## src/rtl/multi_cycle_ctrl.sv

```systemverilog
// Moore control FSM for a multi-cycle MIPS datapath with shared instruction/data memory.
// Datapath controls decode from the state register plus op/func/AluZero; retired and illegal are registered.
module multi_cycle_ctrl (
    input  logic        clk,
    input  logic        reset,
    input  logic [5:0]  op,
    input  logic [5:0]  func,
    input  logic        AluZero,
    output logic        PCWrite,
    output logic        PCSrc,
    output logic        IorD,
    output logic        MemWrite,
    output logic        IRWrite,
    output logic        RegDst,
    output logic        MemtoReg,
    output logic        RegWrite,
    output logic        ALUSrcA,
    output logic [1:0]  ALUSrcB,
    output logic        SZEn,
    output logic [3:0]  AluOP,
    output logic [31:0] retired,
    output logic        illegal
);

    localparam int unsigned OP_W   = 6;
    localparam int unsigned ALU_W  = 4;
    localparam int unsigned CNT_W  = 32;

    localparam logic [OP_W-1:0] OP_RTYPE = 6'h00;
    localparam logic [OP_W-1:0] OP_BEQ   = 6'h04;
    localparam logic [OP_W-1:0] OP_BNE   = 6'h05;
    localparam logic [OP_W-1:0] OP_ADDI  = 6'h08;
    localparam logic [OP_W-1:0] OP_ADDIU = 6'h09;
    localparam logic [OP_W-1:0] OP_SLTI  = 6'h0A;
    localparam logic [OP_W-1:0] OP_SLTIU = 6'h0B;
    localparam logic [OP_W-1:0] OP_ANDI  = 6'h0C;
    localparam logic [OP_W-1:0] OP_ORI   = 6'h0D;
    localparam logic [OP_W-1:0] OP_XORI  = 6'h0E;
    localparam logic [OP_W-1:0] OP_LUI   = 6'h0F;
    localparam logic [OP_W-1:0] OP_LW    = 6'h23;
    localparam logic [OP_W-1:0] OP_SW    = 6'h2B;

    localparam logic [OP_W-1:0] FN_ADD  = 6'h20;
    localparam logic [OP_W-1:0] FN_ADDU = 6'h21;
    localparam logic [OP_W-1:0] FN_SUB  = 6'h22;
    localparam logic [OP_W-1:0] FN_SUBU = 6'h23;
    localparam logic [OP_W-1:0] FN_AND  = 6'h24;
    localparam logic [OP_W-1:0] FN_OR   = 6'h25;
    localparam logic [OP_W-1:0] FN_XOR  = 6'h26;
    localparam logic [OP_W-1:0] FN_NOR  = 6'h27;
    localparam logic [OP_W-1:0] FN_SLT  = 6'h2A;
    localparam logic [OP_W-1:0] FN_SLTU = 6'h2B;

    localparam logic [ALU_W-1:0] ALU_ADD  = 4'd0;
    localparam logic [ALU_W-1:0] ALU_SUB  = 4'd1;
    localparam logic [ALU_W-1:0] ALU_SLT  = 4'd2;
    localparam logic [ALU_W-1:0] ALU_SLTU = 4'd3;
    localparam logic [ALU_W-1:0] ALU_AND  = 4'd4;
    localparam logic [ALU_W-1:0] ALU_OR   = 4'd5;
    localparam logic [ALU_W-1:0] ALU_NOR  = 4'd6;
    localparam logic [ALU_W-1:0] ALU_XOR  = 4'd7;
    localparam logic [ALU_W-1:0] ALU_LUI  = 4'd8;

    localparam logic [1:0] SRCB_REG  = 2'b00;
    localparam logic [1:0] SRCB_FOUR = 2'b01;
    localparam logic [1:0] SRCB_IMM  = 2'b10;
    localparam logic [1:0] SRCB_IMM4 = 2'b11;

    typedef enum logic [3:0] {
        FETCH  = 4'd0,
        DECODE = 4'd1,
        MEMADR = 4'd2,
        MEMRD  = 4'd3,
        MEMWB  = 4'd4,
        MEMWR  = 4'd5,
        EXEC_R = 4'd6,
        EXEC_I = 4'd7,
        ALUWB  = 4'd8,
        BRANCH = 4'd9
    } state_t;

    state_t state, state_next;

    logic             is_rtype;
    logic             is_mem;
    logic             is_branch;
    logic             r_legal;
    logic [ALU_W-1:0] r_alu;
    logic             i_legal;
    logic [ALU_W-1:0] i_alu;
    logic             i_sz;
    logic             retire_c;
    logic             illegal_c;

    // Instruction class and ALU operation decode from the held IR fields
    always_comb begin
        is_rtype  = (op == OP_RTYPE);
        is_mem    = (op == OP_LW) || (op == OP_SW);
        is_branch = (op == OP_BEQ) || (op == OP_BNE);
        r_legal   = 1'b1;
        r_alu     = ALU_ADD;
        case (func)
            FN_ADD, FN_ADDU: r_alu = ALU_ADD;
            FN_SUB, FN_SUBU: r_alu = ALU_SUB;
            FN_AND:          r_alu = ALU_AND;
            FN_OR:           r_alu = ALU_OR;
            FN_XOR:          r_alu = ALU_XOR;
            FN_NOR:          r_alu = ALU_NOR;
            FN_SLT:          r_alu = ALU_SLT;
            FN_SLTU:         r_alu = ALU_SLTU;
            default:         r_legal = 1'b0;
        endcase
        i_legal = 1'b1;
        i_alu   = ALU_ADD;
        i_sz    = 1'b0;
        case (op)
            OP_ADDI, OP_ADDIU: begin i_alu = ALU_ADD;  i_sz = 1'b1; end
            OP_SLTI:           begin i_alu = ALU_SLT;  i_sz = 1'b1; end
            OP_SLTIU:          begin i_alu = ALU_SLTU; i_sz = 1'b1; end
            OP_ANDI:           i_alu = ALU_AND;
            OP_ORI:            i_alu = ALU_OR;
            OP_XORI:           i_alu = ALU_XOR;
            OP_LUI:            i_alu = ALU_LUI;
            default:           i_legal = 1'b0;
        endcase
    end

    always_ff @(posedge clk) begin
        if (reset) begin
            state <= FETCH;
        end else begin
            state <= state_next;
        end
    end

    // Next-state and per-cycle datapath controls
    always_comb begin
        state_next = state;
        PCWrite    = 1'b0;
        PCSrc      = 1'b0;
        IorD       = 1'b0;
        MemWrite   = 1'b0;
        IRWrite    = 1'b0;
        RegDst     = 1'b0;
        MemtoReg   = 1'b0;
        RegWrite   = 1'b0;
        ALUSrcA    = 1'b0;
        ALUSrcB    = SRCB_REG;
        SZEn       = 1'b0;
        AluOP      = ALU_ADD;
        retire_c   = 1'b0;
        illegal_c  = 1'b0;
        case (state)
            FETCH: begin
                IRWrite    = 1'b1;
                PCWrite    = 1'b1;
                ALUSrcB    = SRCB_FOUR;
                state_next = DECODE;
            end
            DECODE: begin
                ALUSrcB = SRCB_IMM4;
                SZEn    = 1'b1;
                if (is_mem) begin
                    state_next = MEMADR;
                end else if (is_rtype && r_legal) begin
                    state_next = EXEC_R;
                end else if (is_branch) begin
                    state_next = BRANCH;
                end else if (i_legal) begin
                    state_next = EXEC_I;
                end else begin
                    state_next = FETCH;
                    illegal_c  = 1'b1;
                end
            end
            MEMADR: begin
                ALUSrcA    = 1'b1;
                ALUSrcB    = SRCB_IMM;
                SZEn       = 1'b1;
                state_next = (op == OP_SW) ? MEMWR : MEMRD;
            end
            MEMRD: begin
                IorD       = 1'b1;
                state_next = MEMWB;
            end
            MEMWB: begin
                MemtoReg   = 1'b1;
                RegWrite   = 1'b1;
                retire_c   = 1'b1;
                state_next = FETCH;
            end
            MEMWR: begin
                IorD       = 1'b1;
                MemWrite   = 1'b1;
                retire_c   = 1'b1;
                state_next = FETCH;
            end
            EXEC_R: begin
                ALUSrcA    = 1'b1;
                RegDst     = 1'b1;
                AluOP      = r_alu;
                state_next = ALUWB;
            end
            EXEC_I: begin
                ALUSrcA    = 1'b1;
                ALUSrcB    = SRCB_IMM;
                SZEn       = i_sz;
                AluOP      = i_alu;
                state_next = ALUWB;
            end
            ALUWB: begin
                RegDst     = is_rtype;
                RegWrite   = 1'b1;
                retire_c   = 1'b1;
                state_next = FETCH;
            end
            BRANCH: begin
                ALUSrcA    = 1'b1;
                AluOP      = ALU_SUB;
                PCSrc      = 1'b1;
                PCWrite    = ((op == OP_BEQ) && AluZero) || ((op == OP_BNE) && !AluZero);
                retire_c   = 1'b1;
                state_next = FETCH;
            end
            default: state_next = FETCH;
        endcase
        // Reset cycle: suppress every architectural write regardless of state
        if (reset) begin
            PCWrite    = 1'b0;
            IRWrite    = 1'b0;
            MemWrite   = 1'b0;
            RegWrite   = 1'b0;
            retire_c   = 1'b0;
            illegal_c  = 1'b0;
            state_next = FETCH;
        end
    end

    always_ff @(posedge clk) begin
        if (reset) begin
            retired <= '0;
            illegal <= 1'b0;
        end else begin
            if (retire_c) begin
                retired <= retired + CNT_W'(1);
            end
            if (illegal_c) begin
                illegal <= 1'b1;
            end
        end
    end

endmodule

```

## config.mk

```make
export PLATFORM = sky130hd
export DESIGN_NAME = multi_cycle_ctrl
export DESIGN_NICKNAME = d
export VERILOG_FILES = /design/src/rtl/multi_cycle_ctrl.sv
export SDC_FILE = /design/constraint.sdc
export NUM_CORES = 1
export LEC_CHECK = 0
export CAP_MARGIN = 25
export CORE_UTILIZATION = 43
export CTS_CLUSTER_DIAMETER = 50
export DETAILED_ROUTE_END_ITERATION = 16
export GPL_TIMING_DRIVEN = 0
export HOLD_SLACK_MARGIN = 0.05
export PLACE_DENSITY_LB_ADDON = 0.15
export SLEW_MARGIN = 10
export SYNTH_ARGS = -nofsm -noshare
export SYNTH_HDL_FRONTEND = slang
export SYNTH_SLANG_ARGS = --single-unit
```

## constraint.sdc

```tcl
create_clock -name clk -period 2.5 [get_ports clk]
set_input_delay 0.75 -clock clk [delete_from_list [all_inputs] [get_ports clk]]
set_output_delay 0.75 -clock clk [all_outputs]
set_load 0.005 [all_outputs]
```

Word level (Yosys, flattened, before mapping) --
Cells that the tools add are included.
Word-level totals: bits in registers 37, input port bits 15, output and inout port bits 49, logic and storage cells 90
Operators by class: add/subtract/negate cells 1, equal/unequal tests 31, multiplexer cells 35, reduce and logical (&&, ||, !) cells 20
Operator list (count):
- $eq 6x6->1 const B | 12
- $eq 6x4->1 const B | 8
- $add 32x1->32 const B | 1
- $pmux 4 s6 | 1
- $mux 1 | 22
- $pmux 3 s7 | 1
- $pmux 4 s5 | 1
- $eq 4x3->1 const B | 4
- $eq 6x3->1 const B | 2
- $mux 4 | 3
- $pmux 4 s3 | 1
- $reduce_or 2->1 | 6
- $reduce_or 4->1 | 3
- $reduce_or 10->1 | 1
- $eq 4x2->1 const B | 2
- $eq 4x4->1 const B | 2
- $reduce_or 8->1 | 1
- $logic_not 6->1 | 1
- $mux 3 | 2
- $pmux 1 s2 | 3
- $pmux 2 s3 | 1
- $eq 4x1->1 const B | 1
- $logic_not 4->1 | 1
- $logic_and 1x1->1 | 3
- 2 further kinds | 4

Logic depth before layout (Yosys ltp) --
depth after elaboration 9, mapped depth 7, depth with buffers taken out 5

Worst setup path after synthesis --
OpenSTA, ideal clock, no wires.
kind input -> output, start input port op[1], end output port RegDst, arrival 1.904 ns, data required time 1.750 ns, slack -0.154 ns, stages 3, path buffers 0, cell sequence or4_1 -> or4_1 -> a21oi_1
On the way: longest elaborated chain between the ends 2
RTL lines:
- start, declared | RTL line 6 | input logic [5:0] op,
- $logic_not 6->1 | RTL line 97 | is_rtype = (op == OP_RTYPE);
- $pmux 1 s2 | RTL line 153 | case (state)
- end, declared | RTL line 14 | output logic RegDst,
Every way passes these cells.

Final worst setup path --
start input port op[3], end output port RegDst
Same word-level chain as after synthesis.

==> results.toml <==
[pwr]
swShare_pct = 25.7
p_clk_share_pct = 32.9
totalPowerFinal_mw = 1.27
p_leak_nw = 1.10
vdd_drop_max_v = 0.000337
comb_power_share_pct = 18.7
p_int_uw = 944
powerDensity_nw_per_um2 = 410
switching_power_uw = 326
p_seq_share_pct = 48.3

[clocking]
cts_tree = "built"
cts_buffer_depth = 2
clock_latency_ns = 0.29
clkSinkCount = 37
numCtsBuffers = 5
clock-root-buffer = "clkbuf_8"
path_clk_slew_ns = 0.07
htreeDepth = 2

[grt]
grt_usage_pct = 20.7
antenna_found_initial = 0
busiest_layer = "met2"
use_met3_pct = 3.47
grt_max_degree = 11
gr-total-overflow = 0
met2_usage_pct = 32.1
grtUsageMet1_pct = 29.5
grt_pass1_vias = 1952
grt_pass1_wl_microns = 8690

[critical_path]
crit_required_ns = 1.75
critPathCaptureType = "primary output"
crit_arrival_ns = 2.03
regToRegStartpoint = "state[3]"
r2r_cells = 6
worst-r2r-setup-slack_ns = 0.24
timing.rr.end = "retired[28]"
crit_type = "in2out"
cp_max_fo = 2
cp-start-kind = "input port"

[synthesis]
synth-compound-area-share_pct = 10.7
syn_area_sq_um = 2140
syn_nets = 291
synthArstFlopShare_pct = 0
synthCells = 275
yosys.area_share.adder_pct = 0.585
synth_enable_flop_cells = 0
avgSynthCellArea_sq_um = 7.77
synth-main-ff-cell = "dfxtp_1"
yosysWarnings = 0
ys_seq_area_share_pct = 34.7
synth_top_family_by_area = "simple AND/OR/NAND/NOR gates"
yosys.area_share.simple_pct = 38.5
synth_seq_cells = 37
synthMuxAreaShare_pct = 0
synth_xor_area_share_pct = 11.8
ys_types = 40

[timing]
hold_viol = 0
whs_ns = 0.473
fmax_mhz = 360
fin_skew_ns = 0.00417
slew_headroom_pct = 44.5
fin_crit_sh_pct = 111
layout_setup_ws_ns = -0.280
fin_crit_ns = 2.78
worst_pin_slew_ns = 0.820
setup_violations = 2
final_max_slew_viol_count = 0
rsz0062_at_grt = "yes"

[place]
place_hpwl_microns = 3780
dp_slack_ns = -1.15
numPortBuffers = 61
gp_congestion = 0.845

[run_status]
status = "finished, violations left"
violations = "negative setup slack"

[floorplanning]
die-area_sq_um = 5260
initial_core_util_pct = 44.9
die_width_microns = 72.5
ios = 64
rows = 25
core_sq_um = 4750
fp.dieH_microns = 72.5

[run]
cap_violations = 0

[route]
routedWlPerCell_microns = 13.0
viasPerCell = 5.22
drtPass1Iterations = 4
drtIter0Drc = 110
drcViolationCount = 0
ant_nets = 0
wirelength_microns = 5410
vias = 2178

[layout]
fillers = 415
drive_above_1_share_pct = 17.7
area_growth_pct = 45.1
fin_nets = 366
n_antenna_cell = 0
fin_util_pct = 65.2

[min_path]
hold_start = "illegal"
whs_path_depth = 1
min_path_type = "reg2reg"
hold_end = "illegal"
==> layer usage <==
metal	share of wire [%]	wire length (microns)
met1	51	2730
met2	43	2340
met3	5.0	273
met4	1.1	57
met5	0	0
==> kinds of logic (layout without fill, tap and decap cells) <==
kind of cell / Yosys count / count (layout)
AOI/OAI and AO/OA: 39 / 39
xor gates and xnor gates: 28 / 28
adders and majority gates: 1 / 1
buffers and inverters: 18 / 93
DFF: 37 / 37
and+or+nand+nor: 152 / 152
==> cell usage after synthesis (2+ instances only) <==
cell / instances / area, sq um
nand2_1: 28 / 105
dfxtp_1: 37 / 741
nand3_1: 12 / 60.1
nor3b_1: 3 / 22.5
nand3b_1: 2 / 15.0
and2_1: 4 / 25.0
or4_1: 7 / 52.6
nand2b_1: 8 / 50.1
inv_1: 6 / 22.5
nor4_1: 8 / 50.1
nor2b_1: 2 / 12.5
o31ai_1: 4 / 30.0
clkbuf_1: 9 / 33.8
xnor2_1: 13 / 114
and4_1: 4 / 35.0
o21ai_0: 10 / 50.1
nor3_1: 11 / 55.1
nand4bb_1: 3 / 33.8
or2_2: 4 / 25.0
o21a_1: 4 / 30.0
xor2_1: 14 / 123
nor2_1: 37 / 139
a21oi_1: 17 / 85.1
or3_1: 4 / 25.0
nand4_1: 9 / 56.3
==> worst max path at each step <==
| stage | from | end | slack (ns) | cells past startpoint |
|---|---|---|---|---|
| after global routing | op[3] | RegDst | -0.34 | 5 |
| after global placement | op[1] | RegDst | -1.16 | 5 |
| after detailed placement | op[1] | RegDst | -1.15 | 5 |
| after floorplan | op[1] | RegDst | -0.07 | 3 |
| after CTS | op[5] | RegDst | -0.37 | 5 |
| final | op[3] | RegDst | -0.28 | 5 |
==> registers in the layout, indices dropped and copies added, names as in the netlist <==
register	cells
illegal	1
retired	32
state	4
==> power by group through the flow <==
stage | registers [mW] | logic (mW) | clock network [mW]
6_report | 0.613 | 0.238 | 0.418
5_1_grt | 0.615 | 0.256 | 0.452
4_1_cts | 0.612 | 0.225 | 0.432
3_5_place_dp | 0.624 | 0.211 | 0
3_3_place_gp | 0.624 | 0.210 | 0
2_1_floorplan | 0.621 | 0.114 | 0
==> critical path: stages <==
cell,delay [ns]
buf_8,0.09
or4_4,0.53
or4_4,0.42
a21oi_2,0.12
buf_2,0.12
==> through the flow <==
| step | TNS [ns] | instances | area, sq um |
|---|---|---|---|
| global placement | -9.30 | 403 | 2840 |
| global route | -0.490 | 417 | 3100 |
| finish | -0.321 | 417 | 3100 |
| floorplan | -0.146 | 275 | 2150 |
| detailed placement | -9.41 | 403 | 2840 |
| CTS | -0.447 | 414 | 3020 |
==> cell type report <==
| class | instances | area (sq um) | area share [%] |
|---|---|---|---|
| Multi-Input combinational cell | 220 | 1450 | 46.7 |
| Sequential cell | 37 | 746 | 24.1 |
| Timing Repair Buffer | 69 | 638 | 20.6 |
| Clock buffer | 7 | 86.3 | 2.78 |
| Tap cell | 67 | 83.8 | 2.70 |
| Buffer | 11 | 77.6 | 2.50 |
| Inverter | 6 | 22.5 | 0.726 |
==> layout by cell type (no fill, tap or decap), types with 5 or more instances in the layout <==
cell,synthesis,final
dfxtp_1,37,35
a21oi_1,17,16
nor2_1,37,34
nand2_1,28,27
nor3_1,11,9
nand4_1,9,9
buf_2,1,6
buf_4,1,11
xnor2_1,13,13
clkbuf_1,9,5
clkbuf_8,0,6
clkdlybuf4s50_1,0,37
nand3_1,12,11
or4_1,7,5
nor4_1,8,7
dlygate4sd2_1,0,12
xor2_1,14,14
inv_1,6,6
o21ai_0,10,6
nand2b_1,8,5
==> what timing repair did <==
action | in CTS | in global routing
setup buffers | 5 | 5
hold buffers | 0 | 0
setup endpoints to repair | 22 | 8
gates resized for setup | 87 | 14
pin swaps | 14 | 9
No activity file was read; power rests on OpenSTA's default activity.
